$ cat src/rtl/delay_meter_pkg.sv
// delay_meter shared types
// FSM state encoding for the launch/capture sequencer
package delay_meter_pkg;

  typedef enum logic [1:0] {
    S_IDLE    = 2'd0,
    S_PREP    = 2'd1,
    S_WAIT    = 2'd2,
    S_RECOVER = 2'd3
  } state_e;

endpackage

$ cat src/rtl/delay_meter_sync_ff.sv
// sync_ff: async-reset flop chain
// brings an asynchronous level into the clk domain
module sync_ff #(
  parameter int STAGES = 2
) (
  input  logic clk,
  input  logic rst,
  input  logic i_d,
  output logic o_q
);

  logic [STAGES-1:0] r_sync;

  // shift the async input through the chain
  always_ff @(posedge clk or posedge rst) begin
    if (rst) r_sync <= '0;
    else     r_sync <= {r_sync[STAGES-2:0], i_d};
  end

  assign o_q = r_sync[STAGES-1];

endmodule

$ cat src/rtl/delay_meter.sv
// delay_meter: launch a step, time its return
// keeps last/min/max/run statistics of the loop delay
module delay_meter
  import delay_meter_pkg::*;
#(
  parameter int CNT_W       = 16,
  parameter int TIMEOUT     = 1000,
  parameter int SYNC_STAGES = 2,
  parameter bit INVERT      = 1'b0
) (
  input  logic             clk,
  input  logic             rst,
  input  logic             start,
  input  logic             clear,
  output logic             launch_o,
  input  logic             return_i,
  output logic             busy,
  output logic             done,
  output logic             ok,
  output logic [CNT_W-1:0] delay_cycles,
  output logic [CNT_W-1:0] min_cycles,
  output logic [CNT_W-1:0] max_cycles,
  output logic [CNT_W-1:0] run_count
);

  localparam logic [CNT_W-1:0] LP_TMO = CNT_W'(TIMEOUT - 1);

  state_e           r_state, w_state_nxt;
  logic [CNT_W-1:0] r_cnt, w_cnt_nxt;
  logic [CNT_W-1:0] r_cap, w_cap_nxt;
  logic             r_fail, w_fail_nxt;
  logic             w_launch_nxt;
  logic             w_busy_nxt;
  logic             w_done_nxt;
  logic             w_ok_nxt;
  logic             w_ret_sync;
  logic             w_ret_s;
  logic             w_tmo;
  logic             w_upd;

  sync_ff #(
    .STAGES(SYNC_STAGES)
  ) u_sync (
    .clk (clk),
    .rst (rst),
    .i_d (return_i),
    .o_q (w_ret_sync)
  );

  assign w_ret_s = w_ret_sync ^ INVERT;
  assign w_tmo   = (r_cnt == LP_TMO);
  assign w_upd   = w_done_nxt & w_ok_nxt;

  // sequencer state and run bookkeeping
  always_ff @(posedge clk or posedge rst) begin
    if (rst) begin
      r_state  <= S_IDLE;
      r_cnt    <= '0;
      r_cap    <= '0;
      r_fail   <= 1'b0;
      launch_o <= 1'b0;
      busy     <= 1'b0;
      done     <= 1'b0;
      ok       <= 1'b0;
    end else begin
      r_state  <= w_state_nxt;
      r_cnt    <= w_cnt_nxt;
      r_cap    <= w_cap_nxt;
      r_fail   <= w_fail_nxt;
      launch_o <= w_launch_nxt;
      busy     <= w_busy_nxt;
      done     <= w_done_nxt;
      ok       <= w_ok_nxt;
    end
  end

  // next state: counter clears on every state entry
  always_comb begin
    w_state_nxt  = r_state;
    w_cnt_nxt    = r_cnt + 1'b1;
    w_cap_nxt    = r_cap;
    w_fail_nxt   = r_fail;
    w_launch_nxt = launch_o;
    w_busy_nxt   = busy;
    w_done_nxt   = 1'b0;
    w_ok_nxt     = 1'b0;
    case (r_state)
      S_IDLE: begin
        w_cnt_nxt = '0;
        if (start) begin
          w_state_nxt = S_PREP;
          w_busy_nxt  = 1'b1;
          w_fail_nxt  = 1'b0;
        end
      end
      S_PREP: begin
        w_launch_nxt = 1'b0;
        if (!w_ret_s) begin
          w_launch_nxt = 1'b1;
          w_state_nxt  = S_WAIT;
          w_cnt_nxt    = '0;
        end else if (w_tmo) begin
          w_fail_nxt  = 1'b1;
          w_state_nxt = S_RECOVER;
          w_cnt_nxt   = '0;
        end
      end
      S_WAIT: begin
        if (w_ret_s) begin
          w_cap_nxt    = r_cnt + 1'b1;
          w_launch_nxt = 1'b0;
          w_state_nxt  = S_RECOVER;
          w_cnt_nxt    = '0;
        end else if (w_tmo) begin
          w_fail_nxt   = 1'b1;
          w_launch_nxt = 1'b0;
          w_state_nxt  = S_RECOVER;
          w_cnt_nxt    = '0;
        end
      end
      S_RECOVER: begin
        w_launch_nxt = 1'b0;
        if (!w_ret_s || w_tmo) begin
          w_fail_nxt  = r_fail | w_ret_s;
          w_state_nxt = S_IDLE;
          w_cnt_nxt   = '0;
          w_done_nxt  = 1'b1;
          w_busy_nxt  = 1'b0;
          w_ok_nxt    = ~(r_fail | w_ret_s);
        end
      end
      default: begin
        w_state_nxt = S_IDLE;
        w_cnt_nxt   = '0;
      end
    endcase
  end

  // result registers: clear beats a same-edge update of the stats
  always_ff @(posedge clk or posedge rst) begin
    if (rst) begin
      delay_cycles <= '0;
      min_cycles   <= '1;
      max_cycles   <= '0;
      run_count    <= '0;
    end else begin
      if (w_upd) delay_cycles <= r_cap;
      if (clear) begin
        min_cycles <= '1;
        max_cycles <= '0;
        run_count  <= '0;
      end else if (w_upd) begin
        if (r_cap < min_cycles) min_cycles <= r_cap;
        if (r_cap > max_cycles) max_cycles <= r_cap;
        if (run_count != '1) run_count <= run_count + 1'b1;
      end
    end
  end

endmodule

$ cat config.mk
export PLATFORM = sky130hd
export DESIGN_NAME = delay_meter
export DESIGN_NICKNAME = d
export VERILOG_FILES = /design/src/rtl/delay_meter_pkg.sv /design/src/rtl/delay_meter_sync_ff.sv /design/src/rtl/delay_meter.sv
export SDC_FILE = /design/constraint.sdc
export NUM_CORES = 1
export LEC_CHECK = 0
export CAP_MARGIN = 20
export CORE_ASPECT_RATIO = 1.2
export CORE_MARGIN = 4
export CORE_UTILIZATION = 56
export DETAILED_ROUTE_END_ITERATION = 6
export PLACE_DENSITY_LB_ADDON = 0.15
export SKIP_LAST_GASP = 1
export SYNTH_ARGS = -nofsm -noshare
export SYNTH_HDL_FRONTEND = slang
export SYNTH_SLANG_ARGS = --single-unit
$ cat constraint.sdc
create_clock -name clk -period 6.85 [get_ports clk]
set_clock_uncertainty 0.15 [all_clocks]
set_input_delay 1.7125 -clock clk [delete_from_list [all_inputs] [get_ports clk]]
set_output_delay 1.7125 -clock clk [all_outputs]
set_load 0.02 [all_outputs]
* Yosys cells after proc, flatten, opt, wreduce, memory -nomap -nowiden *
Cells that the tools add are included.

storage, ports and cells
  flip-flop bits (word level) = 105

cells by class
  $lt $le $gt $ge = 2
  equality and inequality tests = 10
  bitwise gates (word level) = 3
  add/sub/neg operators = 2
  reduce and logical (&&, ||, !) cells = 17
  multiplexer cells = 37

operators with widths
  cell                                                                     count
  16-bit 2-to-1 mux                                                        13
  16-bit one-hot mux with 4 select lines                                   1
  16-bit by 1-bit adder with 16-bit output, second input constant          2
  16-bit by 10-bit equality test with 1-bit output, second input constant  1
  16-bit greater-than comparator                                           1
  16-bit < comparator                                                      1
  16-bit != test, second input constant                                    1
  1-bit 2-to-1 mux                                                         14
  2-bit AND reduction                                                      6
  2-bit 2-to-1 mux                                                         5
  2-bit nonzero test                                                       5
  2-bit one-hot mux with 4 select lines                                    1
  2-bit != test, second input constant                                     3
  2-bit equality test, second input constant                               2
  1-bit one-hot mux with 4 select lines                                    1
  4-bit AND reduction                                                      1
  3-bit by 2-bit != test with 1-bit output, second input constant          1
  1-bit one-hot mux with 3 select lines                                    1
  3-bit AND reduction                                                      1
  3-bit nonzero test                                                       1
  2-bit by 1-bit equality test with 1-bit output, second input constant    1
  2-bit zero test                                                          1
  2-bit by 1-bit != test with 1-bit output, second input constant          1
  1-bit one-hot mux with 2 select lines                                    1
  5 further kinds                                                          5

* Longest topological paths before layout *
  depth after elaboration = 7
  mapped depth = 8
  mapped depth without buffers = 7

* By module *
Synthesis repeated with hierarchy kept, for this count alone.

unflattened totals
  cells, all modules = 576
  area, all modules = 5655.4 um2

by module, submodules not included
  module       times used  area each (um2)  seq. area each (um2)  cells each
  delay_meter  1           5601.6           2597.5                573
  sync_ff      1           53.8             50.0                  3

* Worst setup path after synthesis *
OpenSTA, ideal clock, no wires.

  path type = input -> register
  from = input clear
  to = register run_count[6]
  slack = 4.011 ns
  stages = 4
  arrival = 2.611 ns
  path buffers = 1
  cell sequence = clkbuf_1 -> o211ai_1 -> or3_1 -> a21oi_1

between the ends
  longest elaborated chain between the ends = 2

ends and longest elaborated chain
  what                           line                RTL
  start, declared                delay_meter.sv:14   input logic clear,
  2-bit nonzero test (no line)   n/a
  2-bit AND reduction (no line)  n/a
  end signal, assigned           delay_meter.sv:155  if (run_count != '1) run_count <= run_count + 1'b1;
  end, declared                  delay_meter.sv:23   output logic [CNT_W-1:0] run_count

Parallel ways exist; a longest one is shown, timed or not.
A chain may end at the register's enable or synchronous reset.

* Worst setup path in the final report *
  from = input clear
  to = register max_cycles[11]

between the ends
  longest elaborated chain between the ends = 2

ends and longest elaborated chain
  what                           line                RTL
  2-bit nonzero test (no line)   n/a
  2-bit AND reduction (no line)  n/a
  end signal, assigned           delay_meter.sv:154  if (r_cap > max_cycles) max_cycles <= r_cap;
  end, declared                  delay_meter.sv:22   output logic [CNT_W-1:0] max_cycles,

Parallel ways exist; a longest one is shown, timed or not.

==> metrics.txt <==
# TYPE chip_impl_metric gauge
chip_impl_metric{name="drive_gt1_share",unit="%"} 10.5
chip_impl_info{name="tritoncts",value="yes"} 1
chip_impl_info{name="grt_setup_unrepaired",value="no"} 1
chip_impl_metric{name="timing.critical_path.slowest_cell_delay",unit="ps"} 820
chip_impl_metric{name="report.final.setup_viol",unit=""} 0
chip_impl_metric{name="layout.core_utilization",unit="%"} 69.6
chip_impl_metric{name="worst_ep_arrival",unit="ps"} 3640
chip_impl_metric{name="synthesis.instances",unit=""} 523
chip_impl_metric{name="worst_case_hold_slack",unit="ps"} 212
chip_impl_info{name="synth_top_area_cell",value="sky130_fd_sc_hd__dfrtp_1"} 1
chip_impl_metric{name="hold-path-cell-count",unit=""} 0
chip_impl_info{name="yosys-top-cells-count",value="sky130_fd_sc_hd__dfrtp_1, sky130_fd_sc_hd__nor2_1, sky130_fd_sc_hd__inv_1"} 1
chip_impl_metric{name="synth-async-reset-ratio",unit="%"} 100
chip_impl_metric{name="timing.reg2reg.worst_path_depth",unit=""} 6
chip_impl_metric{name="cts.htree.levels",unit=""} 3
chip_impl_metric{name="yosys_register_bits",unit=""} 105
chip_impl_metric{name="drtPass1Iterations",unit=""} 4
chip_impl_metric{name="pre_cts_ws",unit="ps"} 3040
chip_impl_info{name="cp_slowest_cell",value="sky130_fd_sc_hd__o41ai_2"} 1
chip_impl_metric{name="nNetsFinal",unit=""} 638
chip_impl_metric{name="clk_pin_slew_worst_paths",unit="ps"} 60
chip_impl_metric{name="dp.final_hpwl",unit="µm"} 8960
chip_impl_metric{name="die_width",unit="µm"} 98.3
chip_impl_metric{name="largest_net_degree_at_the_start_of_global_routing",unit=""} 68
chip_impl_info{name="timing.critical_path.from_type",value="input port"} 1
chip_impl_metric{name="floorplan.initialDensity",unit="%"} 57.6
chip_impl_metric{name="insertion_delay",unit="ps"} 340
chip_impl_metric{name="cp.required",unit="ps"} 6970
chip_impl_metric{name="placementRows",unit=""} 39
chip_impl_metric{name="gp_routability_congestion",unit=""} 0.852
chip_impl_metric{name="finalWirelength",unit="µm"} 12200
chip_impl_info{name="post-synth-top-count-cell",value="sky130_fd_sc_hd__dfrtp_1"} 1
chip_impl_metric{name="synth_edf_count",unit=""} 0
chip_impl_metric{name="setup_tns",unit="ps"} 0
chip_impl_metric{name="portBuffers",unit=""} 72
chip_impl_metric{name="cts_sinks",unit=""} 105
chip_impl_metric{name="post-cts-setup-buffer-count",unit=""} 0
chip_impl_metric{name="final_max_slew_viol_count",unit=""} 0
chip_impl_metric{name="hold_violations",unit=""} 0
chip_impl_metric{name="clock_path_buffers",unit=""} 2
chip_impl_info{name="end_kind",value="register"} 1
chip_impl_metric{name="total_leakage_power",unit="nW"} 2.89
chip_impl_metric{name="vias",unit=""} 4279
chip_impl_metric{name="first_iter_violations",unit=""} 260
chip_impl_metric{name="synthesis.nets",unit=""} 567
chip_impl_metric{name="power-per-cell-area",unit="mW/mm²"} 397
chip_impl_metric{name="worst-slew-pin-transition",unit="ps"} 1070
chip_impl_metric{name="core-area",unit="mm²"} 0.00952
chip_impl_metric{name="globalRouteTotalUtil",unit="%"} 22.0
chip_impl_metric{name="yosysTopAreaCellShare",unit="%"} 40.7
chip_impl_metric{name="route.detailed.drc",unit=""} 0
chip_impl_metric{name="irDropWorstVdd",unit="µV"} 196
chip_impl_info{name="synthTopCellsByArea",value="sky130_fd_sc_hd__dfrtp_1, sky130_fd_sc_hd__ha_1, sky130_fd_sc_hd__dfstp_2"} 1
chip_impl_info{name="outcome",value="finished clean"} 1
chip_impl_metric{name="synth.avg_cell_area",unit="µm²"} 10.5
chip_impl_metric{name="post_cts_hold_buffer_count",unit=""} 0
chip_impl_metric{name="area_growth",unit="%"} 21.0
chip_impl_info{name="cpMostUsedCell",value="sky130_fd_sc_hd__buf_4"} 1
chip_impl_metric{name="fillCellCount",unit=""} 724
chip_impl_info{name="worstPathCellList",value="clkdlybuf4s50_1 -> buf_4 -> o41ai_2 -> buf_4 -> a22o_1"} 1
chip_impl_metric{name="grt_first_pass_wirelength",unit="µm"} 20300
chip_impl_metric{name="cts_inserted_buffers",unit=""} 9
chip_impl_info{name="criticalPathCategory",value="input port to register"} 1
chip_impl_metric{name="route.detailed.vias_per_inst",unit=""} 5.93
chip_impl_metric{name="yosysWarnings",unit=""} 0
chip_impl_metric{name="die_area",unit="mm²"} 0.0114
chip_impl_metric{name="wl_per_cell",unit="µm"} 16.9
chip_impl_info{name="clockRootBuffer",value="sky130_fd_sc_hd__clkbuf_16"} 1
chip_impl_metric{name="critical_path.max_fanout",unit=""} 41
chip_impl_metric{name="distinct_cell_type_count_of_the_synthesized_netlist",unit=""} 50
chip_impl_metric{name="top_level_i_o_count",unit=""} 73
chip_impl_metric{name="globalRouteOverflowTotal",unit=""} 0
chip_impl_metric{name="dieHeight",unit="µm"} 116
chip_impl_metric{name="timing.final.crit_share",unit="%"} 51.3
chip_impl_metric{name="maxCapViolCount",unit=""} 0
chip_impl_metric{name="max_slew_margin",unit="%"} 28.5
chip_impl_metric{name="initial_antenna_violation_count",unit=""} 0
chip_impl_info{name="worst_hold_path_type",value="register to register"} 1
chip_impl_metric{name="number_of_global_route_vias_before_repair",unit=""} 4209
chip_impl_metric{name="max_freq",unit="MHz"} 284
chip_impl_metric{name="timing.final.crit_period",unit="ps"} 3520
chip_impl_metric{name="finalPower",unit="mW"} 2.63
chip_impl_info{name="dominantRegCellSynth",value="sky130_fd_sc_hd__dfrtp_1"} 1
chip_impl_metric{name="cts_repair_resize_count",unit=""} 0
chip_impl_metric{name="n_antenna_cell",unit=""} 0
chip_impl_metric{name="synth_area",unit="mm²"} 0.00548
chip_impl_metric{name="share_of_synthesized_area_occupied_by_flip_flops_and_latches",unit="%"} 48.3
chip_impl_metric{name="route.antenna.remaining_nets",unit=""} 0
chip_impl_metric{name="layout_setup_ws",unit="ps"} 3330
[layout by cell type, fill, tap and decap left out, types with 3 or more instances in the layout]
cell type,count
sky130_fd_sc_hd__a211o_1,15
sky130_fd_sc_hd__a211oi_1,20
sky130_fd_sc_hd__a21oi_1,31
sky130_fd_sc_hd__a22o_1,15
sky130_fd_sc_hd__a31oi_1,4
sky130_fd_sc_hd__and3_1,9
sky130_fd_sc_hd__and4_1,3
sky130_fd_sc_hd__buf_4,6
sky130_fd_sc_hd__clkbuf_16,9
sky130_fd_sc_hd__clkdlybuf4s50_1,72
sky130_fd_sc_hd__dfrtp_1,89
sky130_fd_sc_hd__dfstp_2,16
sky130_fd_sc_hd__ha_1,39
sky130_fd_sc_hd__inv_1,39
sky130_fd_sc_hd__mux2_2,17
sky130_fd_sc_hd__nand2_1,23
sky130_fd_sc_hd__nand3_1,15
sky130_fd_sc_hd__nand4_1,9
sky130_fd_sc_hd__nor2_1,61
sky130_fd_sc_hd__nor2b_1,4
sky130_fd_sc_hd__nor3_1,11
sky130_fd_sc_hd__nor4_1,5
sky130_fd_sc_hd__o211ai_1,4
sky130_fd_sc_hd__o21a_1,3
sky130_fd_sc_hd__o21ai_0,15
sky130_fd_sc_hd__xnor2_1,13
sky130_fd_sc_hd__xor2_1,14
[power breakdown]
part	switching, mW	internal (mW)	total (mW)
clock	0.218	0.330	0.547
combinational	0.591	0.499	1.09
sequential	0.190	0.803	0.993
total	0.999	1.63	2.63
[cell families after synthesis]
family          count (synthesis)  synth area share [%]
compound gates                121                  16.0
xor+xnor                       27                  4.32
fa+ha+maj                      39                  8.91
buf+inv                        58                  4.46
flops                         105                  48.3
mux                            19                  3.86
simple gates                  154                  14.1
[metrics by stage]
step,std cells,area (µm²)
after floorplan,523,5480
after global placement,706,6300
after detailed placement,706,6300
after CTS,721,6620
after global routing,721,6620
final,721,6620
[cell type report]
type,count,area (µm²),area share (%)
Sequential cell,105,2650,40.0
Multi-Input combinational cell,360,2580,39.0
Timing Repair Buffer,78,766,11.6
Clock buffer,11,243,3.66
Tap cell,123,154,2.32
Inverter,40,153,2.30
Clock inverter,4,76.3,1.15
[path summary, 6_finish.rpt]
path / to / slack, ps / start
setup / recovery: max_cycles[11]$_DFFE_PP0P_ / 3330 / clear
hold / removal: u_sync.r_sync[1]$_DFF_PP0_ / 210 / u_sync.r_sync[0]$_DFF_PP0_
setup reg to reg: max_cycles[11]$_DFFE_PP0P_ / 3630 / r_state[0]$_DFFE_PP0P_
hold reg to reg: u_sync.r_sync[1]$_DFF_PP0_ / 210 / u_sync.r_sync[0]$_DFF_PP0_
max in group asynchronous: min_cycles[10]$_DFFE_PP1P_ / 3770 / rst
min in group asynchronous: delay_cycles[4]$_DFFE_PP0P_ / 1740 / rst
[sequential cells by signal, indices dropped and copies added (netlist names)]
| signal | flops |
|---|---|
| launch_o | 1 |
| r_state | 2 |
| ok | 1 |
| min_cycles | 16 |
| run_count | 16 |
| max_cycles | 16 |
| r_cap | 16 |
| r_fail | 1 |
| delay_cycles | 16 |
| busy | 1 |
| u_sync.r_sync | 2 |
| done | 1 |
| r_cnt | 16 |
[routing by layer]
layer,global-route usage (%),vias up,wire length (µm)
met2,38.8,69,6250
met5,0,-,0
li1,-,2018,-
met1,28.3,2177,5400
met3,2.45,15,324
met4,7.92,0,191
[critical path: cells and delay by family]
kind	cells	cell delay, ps
compound gates	2	970
buf+inv	3	950
Power figures use the tool's default switching activity.
